## src/rtl/counter_monitor_if.sv

```systemverilog
// counter_monitor_if: stimulus/result bundle between an up/down counter source and its monitor.
`default_nettype none

interface counter_monitor_if;
  logic       upDown;
  logic [3:0] counter;
  logic       clr_err;
  logic       wrap;
  logic [7:0] wrap_count;
  logic       dir_chg;
  logic       step_err;
  logic [7:0] err_count;
  logic [1:0] state;

  modport master (
    output upDown, counter, clr_err,
    input  wrap, wrap_count, dir_chg, step_err, err_count, state
  );

  modport slave (
    input  upDown, counter, clr_err,
    output wrap, wrap_count, dir_chg, step_err, err_count, state
  );
endinterface

`default_nettype wire

```

## src/rtl/counter_monitor.sv

```systemverilog
// +--------------------------------------------------------------------+
// | counter_monitor: checks a 4-bit up/down counter for legal steps,   |
// | counts wraps and illegal steps, flags direction changes.           |
// | Revision: 1.0                                                      |
// +--------------------------------------------------------------------+
`default_nettype none

module counter_monitor (
  input  wire logic          clk,
  input  wire logic          rst,
  counter_monitor_if.slave   bus
);

  typedef enum logic [1:0] {
    INIT  = 2'b00,
    TRACK = 2'b01,
    FAULT = 2'b10
  } state_t;

  state_t     st;
  logic [3:0] prev_cnt;
  logic       prev_dir;
  logic [3:0] expected;
  logic       step_ok;
  logic       wrap_step;

  // The counter reflects the direction sampled one edge earlier, hence prev_dir.
  assign expected  = prev_dir ? (prev_cnt + 4'd1) : (prev_cnt - 4'd1);
  assign step_ok   = (bus.counter == expected);
  assign wrap_step = (prev_dir && (prev_cnt == 4'd15)) || (!prev_dir && (prev_cnt == 4'd0));

  assign bus.state    = st;
  assign bus.step_err = (st == FAULT);

  always_ff @(posedge clk) begin
    if (!rst) begin
      st             <= INIT;
      prev_cnt       <= 4'd0;
      prev_dir       <= 1'b0;
      bus.wrap       <= 1'b0;
      bus.wrap_count <= 8'd0;
      bus.dir_chg    <= 1'b0;
      bus.err_count  <= 8'd0;
    end else begin
      prev_cnt    <= bus.counter;
      prev_dir    <= bus.upDown;
      bus.wrap    <= 1'b0;
      bus.dir_chg <= (st != INIT) && (bus.upDown != prev_dir);

      if (bus.clr_err) begin
        bus.err_count <= 8'd0;
        st            <= INIT;
      end else begin
        case (st)
          INIT: st <= TRACK;
          TRACK: begin
            if (step_ok) begin
              if (wrap_step) begin
                bus.wrap <= 1'b1;
                if (bus.wrap_count != 8'hFF)
                  bus.wrap_count <= bus.wrap_count + 8'd1;
              end
            end else if (bus.counter != 4'd0) begin
              // A jump to zero is an upstream reset and is silently resynced.
              st <= FAULT;
              if (bus.err_count != 8'hFF)
                bus.err_count <= bus.err_count + 8'd1;
            end
          end
          FAULT:   st <= FAULT;
          default: st <= INIT;
        endcase
      end
    end
  end

endmodule

`default_nettype wire
```

## src/flat_wrapper.sv

```systemverilog
// flat-port wrapper written by rule: the top's interface ports become plain ports
module counter_monitor_flat 
  (clk, rst, bus_upDown, bus_counter, bus_clr_err, bus_wrap, bus_wrap_count, bus_dir_chg, bus_step_err, bus_err_count, bus_state);
  counter_monitor_if bus_i ();
  input  wire logic clk;
  input  wire logic rst;
  input wire logic [$bits(bus_i.upDown)-1:0] bus_upDown;
  input wire logic [$bits(bus_i.counter)-1:0] bus_counter;
  input wire logic [$bits(bus_i.clr_err)-1:0] bus_clr_err;
  output wire logic [$bits(bus_i.wrap)-1:0] bus_wrap;
  output wire logic [$bits(bus_i.wrap_count)-1:0] bus_wrap_count;
  output wire logic [$bits(bus_i.dir_chg)-1:0] bus_dir_chg;
  output wire logic [$bits(bus_i.step_err)-1:0] bus_step_err;
  output wire logic [$bits(bus_i.err_count)-1:0] bus_err_count;
  output wire logic [$bits(bus_i.state)-1:0] bus_state;
  assign bus_i.upDown = bus_upDown;
  assign bus_i.counter = bus_counter;
  assign bus_i.clr_err = bus_clr_err;
  assign bus_wrap = bus_i.wrap;
  assign bus_wrap_count = bus_i.wrap_count;
  assign bus_dir_chg = bus_i.dir_chg;
  assign bus_step_err = bus_i.step_err;
  assign bus_err_count = bus_i.err_count;
  assign bus_state = bus_i.state;
  counter_monitor u_core (.clk(clk), .rst(rst), .bus(bus_i));
endmodule
```

## config.mk

```make
export PLATFORM = sky130hd
export DESIGN_NAME = counter_monitor_flat
export DESIGN_NICKNAME = d
export VERILOG_FILES = /design/src/rtl/counter_monitor_if.sv /design/src/rtl/counter_monitor.sv /design/src/flat_wrapper.sv
export SDC_FILE = /design/constraint.sdc
export NUM_CORES = 1
export LEC_CHECK = 0
export BUFFER_PORTS_ARGS = -buffer_cell sky130_fd_sc_hd__buf_2
export CAP_MARGIN = 25
export CORE_AREA = 2 2 73 75
export DETAILED_ROUTE_END_ITERATION = 10
export DIE_AREA = 0 0 75 77
export PLACE_DENSITY_LB_ADDON = 0.1
export SLEW_MARGIN = 30
export SYNTH_ARGS = -nofsm -noshare
export SYNTH_HDL_FRONTEND = slang
export SYNTH_SLANG_ARGS = --single-unit
```

## constraint.sdc

```tcl
create_clock -name clk -period 3.53 [get_ports clk]
set_input_delay 0 -clock clk [delete_from_list [all_inputs] [get_ports clk]]
set_output_delay 0 -clock clk [all_outputs]
set_load 0.005 [all_outputs]
```

==> impl_summary.txt, run 1 <==
----------------------------------------------------
[Run status]
  Status ... completed

[Critical path]
  Worst Reg2Reg Path Length in Cells ... 7
  Worst r2r dst ... u_core.bus.wrap_count[3]
  Minimum setup slack among reg-to-reg paths ... about 0.74 ns
  Required time at the worst-slack endpoint ... approximately 3.7 ns
  Critical Setup Path Class ... reg -> reg
  Critical path endpoint category ... flop
  Start of the worst register-to-register path ... u_core.prev_dir
  Maximum fanout along the worst path ... 14
  Worst Path Arrival ... between 2 and 3 ns
  Startpoint kind of the worst setup timing path ... flop

[Global route]
  Initial antenna violation count ... 0
  Global-route wire length before repair ... between 5000 and 6000 um
  Congestion Overflow GR ... 0
  Maximum number of pins on one net before global-route repair ... 17
  Combined global-route utilization of all metal layers ... between 10% and 20%
  Number of global-route vias before repair ... 1,183

[STA]
  Setup-failing EPs final ... 0
  Final Critical Period ... 2.79 ns
  RSZ-0062 raised after global routing ... no
  Final count of hold timing violations ... 0
  Layout Skew ... 0.00746 ns
  Smallest setup slack after layout ... 0.742 ns
  Final-layout setup total negative slack ... 0 ns
  Achievable clock frequency ... approximately 360 MHz
  Tightest slew margin relative to the limit ... around half
  Final-layout worst hold slack ... around 0.087 ns
  Fin. max-slew vios ... 0
  Post-route fraction of the period consumed by the critical path ... approximately four fifths
  Tightest Pin Transition ... about 0.74 ns

[Finish]
  Post-route design area ... between 1500 and 2000 um2
  Number of antenna diodes ... 0
  Layout overhead on the synthesized area ... 20.3%
  Area occupied by multi-input gates ... roughly 900 um2
  Final-layout fill cell count ... 520
  Fraction of final layout cells sized beyond drive strength 1 ... 21.4%
  Sequential cell area ... 500 um2
  Total number of nets in the final design ... 210
  Utilization of the core after routing ... 35.4%
  Final cell count without fillers ... approximately 260

[Floorplan]
  Placement Rows ... 26
  Die ar. ... 5780 um2
  Vert. Die Dim ... ~77 um
  Area inside the core boundary ... 4980 um2
  I/O pin count ... 29
  Die Width ... 75 um
  Effective utilization at floorplan ... slightly below 30%

[Power and ir drop]
  Pleak ... 0.683 nW
  Worst vdd rail ir drop ... between 100 and 150 uV
  P per Cell Area ... approximately 330 nW/um2
  Total chip power ... roughly 0.58 mW

[Clocking]
  Total clock buffers created by CTS ... 3
  Clock transition at the registers of the reported paths ... approximately 0.090 ns
  Post-cts gate resize count ... 0
  Setup Fix Bufs, Post-CTS ... 0
  Number of hold buffers added after CTS ... 5
  Clock tree from TritonCTS ... yes
  H-tree Lvls ... 1
  Clock Latency Late Sink ... roughly 0.28 ns
  Maximum buffer depth of the clock tree ... 2
  CTS root buffer ... sky130_fd_sc_hd__clkbuf_8
  Number of clock sinks seen by CTS ... 25

[Routing]
  Drt drc ... 0
  Via density per instance ... between 4 and 5
  Total wire length after detailed routing ... ~3400 um
  Detailed Routing Iterations Pass 1 ... 4
  Antenna-violating nets left ... 0
  Final routed wire length divided by cell count ... around 13 um
  Total via count in the routed design ... ~1,300
  DRC marker count from the first detailed-route iteration ... 41

[Synthesis]
  Post-synthesis instance total ... between 150 and 200
  Post-synthesis net count ... ~180
  Post-synth EDFFs ... 0
  Fraction of registers with async set or reset after synthesis ... 0%
  Most frequently used flop master after synthesis ... sky130_fd_sc_hd__dfxtp_1
  Avg Inst Size Synth ... 9.16 um2
  #FFs+latches synth ... 25
  Seq/Total Area, Yosys ... around a third
  Cell area after synthesis ... 1470 um2
  Yosys warns ... 0
  Number of distinct library cells after synthesis ... 38

[Run]
  Maximum Capacitance Violations ... 0

[Min path]
  Number of cells on the worst hold path ... 3
  Worst hold endpoint ... u_core.bus.wrap_count[6]
  Worst min-delay path category ... in -> reg
  Start point of the worst min-delay path ... rst

[Placed design]
  Final estimated routing congestion in global placement ... between 0.7 and 0.8
  DP Worst Slack ... around 0.74 ns
  Port Buffer Count ... 28
  DP Cell Count ... ~250
  Sum of net half-perimeters after detailed placement ... ~2500 um
  Post-detailed-placement cell area ... approximately 1700 um2

----------------------------------------------------
==> per-layer routing <==
metal	track usage, %	vias up	share of wire, %
met5	0	-	0
met4	4.11	0	0.70
met3	3.29	2	4.0
met2	19.2	28	47
met1	16.7	609	48
li1	-	639	-
==> power by group <==
group          switching, mW  total [mW]  internal (mW)
clock                  0.102       0.185         0.0828
sequential           0.00581       0.293          0.287
combinational         0.0637       0.105         0.0410
==> registers in the layout, summed over array words and instances, names as in the netlist <==
register	count
u_core.prev_dir	1
u_core.bus.wrap_count	8
u_core.prev_cnt	4
u_core.bus.state	2
u_core.bus.err_count	8
u_core.bus.wrap	1
u_core.bus.dir_chg	1
==> cell usage in the layout (no fill, tap or decap), types with 2 or more instances in the layout <==
master and instances:
sky130_fd_sc_hd__a21oi_1 13, sky130_fd_sc_hd__and2_1 5, sky130_fd_sc_hd__buf_2 28, sky130_fd_sc_hd__clkbuf_8 3, sky130_fd_sc_hd__dfxtp_1 25, sky130_fd_sc_hd__dlygate4sd3_1 5, sky130_fd_sc_hd__ha_1 8, sky130_fd_sc_hd__inv_1 7
sky130_fd_sc_hd__mux2i_1 12, sky130_fd_sc_hd__nand2_1 25, sky130_fd_sc_hd__nand2b_1 3, sky130_fd_sc_hd__nand3_1 7, sky130_fd_sc_hd__nand4_1 5, sky130_fd_sc_hd__nor2_1 3, sky130_fd_sc_hd__nor4_1 2, sky130_fd_sc_hd__o21ai_0 3
sky130_fd_sc_hd__o31ai_1 3, sky130_fd_sc_hd__or3_1 6, sky130_fd_sc_hd__or4_1 4, sky130_fd_sc_hd__xnor2_1 3, sky130_fd_sc_hd__xor2_1 3
==> how the worst max path moves through the flow <==
stage	cells after the start	from	end	slack [ns]
detailed placement	7	u_core.prev_dir	u_core.bus.wrap_count[3]	0.74
global route	7	u_core.prev_dir	u_core.bus.wrap_count[3]	0.55
CTS	7	u_core.prev_dir	u_core.bus.wrap_count[3]	0.73
finish	7	u_core.prev_dir	u_core.bus.wrap_count[3]	0.74
global placement	7	u_core.prev_dir	u_core.bus.wrap_count[3]	0.89
floorplan	8	u_core.prev_dir	u_core.bus.wrap_count[6]	1.10
==> Yosys cell counts (all sizes together), types with 2 or more instances <==
cell type | instances | area [um2]
dfxtp | 25 | 500
nand2 | 25 | 93.8
a21oi | 13 | 65.1
mux2i | 13 | 143
ha | 8 | 100
inv | 7 | 26.3
nand3 | 7 | 35.0
nand4 | 6 | 52.6
or3 | 6 | 37.5
and2 | 5 | 31.3
or4 | 5 | 41.3
nor2 | 4 | 15.0
xnor2 | 4 | 35.0
clkbuf | 3 | 21.3
nand2b | 3 | 18.8
nor4 | 3 | 25.0
o21ai | 3 | 15.0
o31ai | 3 | 22.5
xor2 | 3 | 26.3
buf | 2 | 18.8
nor3 | 2 | 21.3
==> final cells by class <==
type                            instances  area share, %
Tap cell                               70           4.97
Sequential cell                        25           28.4
Timing Repair Buffer                   33           10.8
Clock buffer                            3           2.34
Multi-Input combinational cell        123           51.5
Inverter                                7           1.49
Clock inverter                          1          0.497
==> worst max-delay path, stage by stage (launching register included) <==
cell	delay, ns
sky130_fd_sc_hd__dfxtp_1	0.39
sky130_fd_sc_hd__inv_1	0.15
sky130_fd_sc_hd__fa_1	0.44
sky130_fd_sc_hd__xor3_1	0.41
sky130_fd_sc_hd__nor3_4	0.36
sky130_fd_sc_hd__nand4_4	0.27
sky130_fd_sc_hd__or4_1	0.53
sky130_fd_sc_hd__a21oi_1	0.17
==> kinds of logic after synthesis <==
family | after synthesis | synth area share, %
AO/OA/AOI/OAI | 24 | 9.91
XOR/XNOR | 8 | 5.81
adder cells (fa/ha/maj) | 9 | 8.20
buffers and inverters | 12 | 4.53
flip-flops | 25 | 34.2
multiplexers | 13 | 9.74
AND/OR/NAND/NOR | 69 | 27.7
Power figures use the tool's default switching activity.
==> inputs of run 2 (changes only) <==
==> constraint.sdc (replaced) <==
create_clock -name clk -period 2.8 [get_ports clk]
set_input_delay 0 -clock clk [delete_from_list [all_inputs] [get_ports clk]]
set_output_delay 0 -clock clk [all_outputs]
set_load 0.005 [all_outputs]
==> run 2 against run 1 <==
  * Worst hold slack got worse by 0.014 ns
  * Cell area rose by 0.92%
  * Sequential power up 26%
  * Utilization is 0.33 points higher
  * Register-to-register slack got worse by 0.49 ns
  * Combinational power increased by 41%
  * Clock skew is 0.0010 ns lower
  * Count of clock-buffer cells in the layout unchanged
  * Power rose by 27%
  * Largest cell class unchanged
==> impl_summary.txt, run 2 (synthesis gave the netlist of run 1 again) <==
----------------------------------------------------
[STA]
  Tightest Pin Transition ... 0.802 ns (+0.0638 ns)
  Tightest slew margin relative to the limit ... 46.1% (-4.3 points)
  Smallest setup slack after layout ... 0.251 ns (-0.491 ns)
  Final Critical Period ... 2.55 ns (-0.239 ns)
  RSZ-0062 raised after global routing ... no
  Post-route fraction of the period consumed by the critical path ... 91.0% (+12 points)
  Final count of hold timing violations ... 0 (unchanged)
  Fin. max-slew vios ... 0 (unchanged)
  Final-layout setup total negative slack ... 0 ns (unchanged)
  Layout Skew ... 0.00644 ns (-0.00102 ns)
  Setup-failing EPs final ... 0 (unchanged)
  Achievable clock frequency ... 392 MHz (+9.4%)

[Critical path]
  Worst Path Arrival ... 2.75 ns (-0.24 ns)
  Worst r2r dst ... u_core.bus.wrap_count[3]
  Worst Reg2Reg Path Length in Cells ... 7 (unchanged)
  Critical Setup Path Class ... reg -> reg
  Maximum fanout along the worst path ... 14 (unchanged)
  Required time at the worst-slack endpoint ... 3.01 ns (-0.72 ns)
  Critical path endpoint category ... flop
  Start of the worst register-to-register path ... u_core.prev_dir
  Startpoint kind of the worst setup timing path ... flop
  Minimum setup slack among reg-to-reg paths ... 0.25 ns (-0.49 ns)

[Routing]
  DRC marker count from the first detailed-route iteration ... 44 (+7.3%)
  Antenna-violating nets left ... 0 (unchanged)
  Drt drc ... 0 (unchanged)
  Final routed wire length divided by cell count ... 13.2 um (+1.2%)
  Detailed Routing Iterations Pass 1 ... 4 (unchanged)
  Via density per instance ... 4.89 (+0.35%)
  Total wire length after detailed routing ... 3510 um (+2.7%)
  Total via count in the routed design ... 1,302 (+1.9%)

[Power and ir drop]
  Switching Share ... 29.4% (-0.060 points)
  P per Cell Area ... 417 nW/um2 (+26%)
  Worst vdd rail ir drop ... 199 uV (+34%)
  Gate power share ... 20.0% (+2.0 points)
  Internal power consumption ... 0.524 mW (+27%)
  Register share of total power ... 49.8% (-0.5 points)
  Clock share of power ... 30.2% (-1.5 points)
  Pleak ... 0.696 nW (+2.0%)
  Total net switching power ... 0.218 mW (+27%)

[Clocking]
  Clock Latency Late Sink ... 0.28 ns (about the same)
  Clock transition at the registers of the reported paths ... 0.09 ns (about the same)
  H-tree Lvls ... 1 (unchanged)
  CTS root buffer ... sky130_fd_sc_hd__clkbuf_8
  Post-cts gate resize count ... 0 (unchanged)
  Maximum buffer depth of the clock tree ... 2 (unchanged)
  Clock tree from TritonCTS ... yes
  Total clock buffers created by CTS ... 3 (unchanged)
  Number of clock sinks seen by CTS ... 25 (unchanged)

[Placed design]
  Post-detailed-placement cell area ... 1680 um2 (+1.4%)
  DP Cell Count ... 257 (+1.6%)
  Port Buffer Count ... 28 (unchanged)
  Final estimated routing congestion in global placement ... 0.749 (-0.28%)
  Sum of net half-perimeters after detailed placement ... 2570 um (+0.89%)
  DP Worst Slack ... 0.244 ns (-0.500 ns)

[Global route]
  Congestion Overflow GR ... 0 (unchanged)
  Global-route wire length before repair ... 5640 um (-0.25%)
  Maximum number of pins on one net before global-route repair ... 15 (-2)
  Initial antenna violation count ... 0 (unchanged)
  Combined global-route utilization of all metal layers ... 12.6% (+0.082 points)
  Number of global-route vias before repair ... 1,155 (-2.4%)

[Finish]
  Final-layout fill cell count ... 506 (-2.7%)
  Fraction of final layout cells sized beyond drive strength 1 ... 21.9% (+0.58 points)
  Total number of nets in the final design ... 214 (+1.9%)
  Area occupied by multi-input gates ... 898 um2 (-1.1%)
  Number of antenna diodes ... 0 (unchanged)
  Post-route design area ... 1780 um2 (+0.92%)
  Final cell count without fillers ... 266 (+1.5%)
  Sequential cell area ... 500 um2 (unchanged)
  Commonest cells after routing, fill and taps aside ... sky130_fd_sc_hd__buf_2 (28), sky130_fd_sc_hd__nand2_1 (25), sky130_fd_sc_hd__dfxtp_1 (25), sky130_fd_sc_hd__a21oi_1 (13), sky130_fd_sc_hd__mux2i_1 (12)
  Leading cell type in the layout, fill and taps excluded ... sky130_fd_sc_hd__buf_2
  Top flop regs ... u_core.bus.err_count x8, u_core.bus.wrap_count x8, u_core.prev_cnt x4
  Utilization of the core after routing ... 35.7% (+0.33 points)
  Layout overhead on the synthesized area ... 21.4%

[Run]
  Maximum Capacitance Violations ... 0 (unchanged)

[Min path]
  Worst min-delay path category ... in -> reg
  Start point of the worst min-delay path ... rst
  Number of cells on the worst hold path ... 3 (unchanged)
  Worst hold endpoint ... u_core.bus.wrap_count[6]

[Floorplan]
  Die Width ... 75 um (unchanged)
  I/O pin count ... 29 (unchanged)
  Area inside the core boundary ... 4980 um2 (unchanged)
  Effective utilization at floorplan ... 29.4% (unchanged)
  Die ar. ... 5780 um2 (unchanged)
  Vert. Die Dim ... 77 um (unchanged)
  Placement Rows ... 26 (unchanged)

[Run status]
  Status ... completed

----------------------------------------------------
==> run 2: cell types whose count changed in the layout (fill, tap and decap cells not counted) <==
| cell | delta |
|---|---|
| sky130_fd_sc_hd__buf_4 | +4 |
| sky130_fd_sc_hd__clkinv_2 | +1 |
| sky130_fd_sc_hd__inv_6 | -1 |
| sky130_fd_sc_hd__nor2_1 | +1 |
| sky130_fd_sc_hd__nor2_2 | -1 |
| sky130_fd_sc_hd__xnor2_1 | +1 |
| sky130_fd_sc_hd__xnor2_2 | -1 |
==> run 2: power by group through the flow <==
stage | logic (mW) | registers, mW | clock network (mW)
after floorplan | 0.102 | 0.377 | 0
after global placement | 0.139 | 0.377 | 0
after detailed placement | 0.142 | 0.378 | 0
after CTS | 0.149 | 0.370 | 0.230
after global routing | 0.162 | 0.371 | 0.248
final | 0.148 | 0.370 | 0.225
==> run 2: metrics by stage <==
step,hold slack (ns),power [mW]
final,0.0730,0.742
after floorplan,0.127,0.479
after global routing,0.0727,0.780
after CTS,0.0753,0.749
after global placement,0.244,0.517
after detailed placement,0.242,0.520
==> run 2: critical path, stage by stage, from the launching register on <==
cell                      delay (ns)
sky130_fd_sc_hd__dfxtp_1        0.38
sky130_fd_sc_hd__inv_1          0.15
sky130_fd_sc_hd__fa_1           0.43
sky130_fd_sc_hd__xor3_1         0.41
sky130_fd_sc_hd__nor3_4         0.19
sky130_fd_sc_hd__nand4_4        0.24
sky130_fd_sc_hd__or4_1          0.53
sky130_fd_sc_hd__a21oi_1        0.15
==> run 2: final cells by class <==
type / instances / share of cell area [%]
sequential: 25 / 28.1
inverter: 7 / 1.48
clock buffer: 3 / 2.32
clock inverter: 1 / 0.281
tap: 70 / 4.92
multi-input combinational: 123 / 50.5
timing repair buffer: 37 / 12.4
==> run 2: how the worst max path moves through the flow <==
stage                     slack, ns                       end  depth (start not counted)            start
after floorplan                0.37  u_core.bus.wrap_count[6]                          8  u_core.prev_dir
after global placement         0.35  u_core.bus.wrap_count[3]                          7  u_core.prev_dir
after detailed placement       0.24  u_core.bus.wrap_count[7]                          7  u_core.prev_dir
after CTS                      0.24  u_core.bus.wrap_count[7]                          7  u_core.prev_dir
after global routing           0.12  u_core.bus.wrap_count[7]                          7  u_core.prev_dir
final                          0.25  u_core.bus.wrap_count[3]                          7  u_core.prev_dir
==> run 2: metal layers <==
layer / GRT usage, % / up-vias / share of wire [%]
met2: 19.0 / 37 / 45
met5: 0 / - / 0
met3: 2.23 / 5 / 5.3
met4: 3.93 / 0 / 1.2
li1: - / 648 / -
met1: 17.9 / 612 / 48
==> run 2: repair_timing <==
item                                   CTS  global route
hold buffers                             5             0
setup buffers                            0             0
endpoints found under the hold margin    5             0
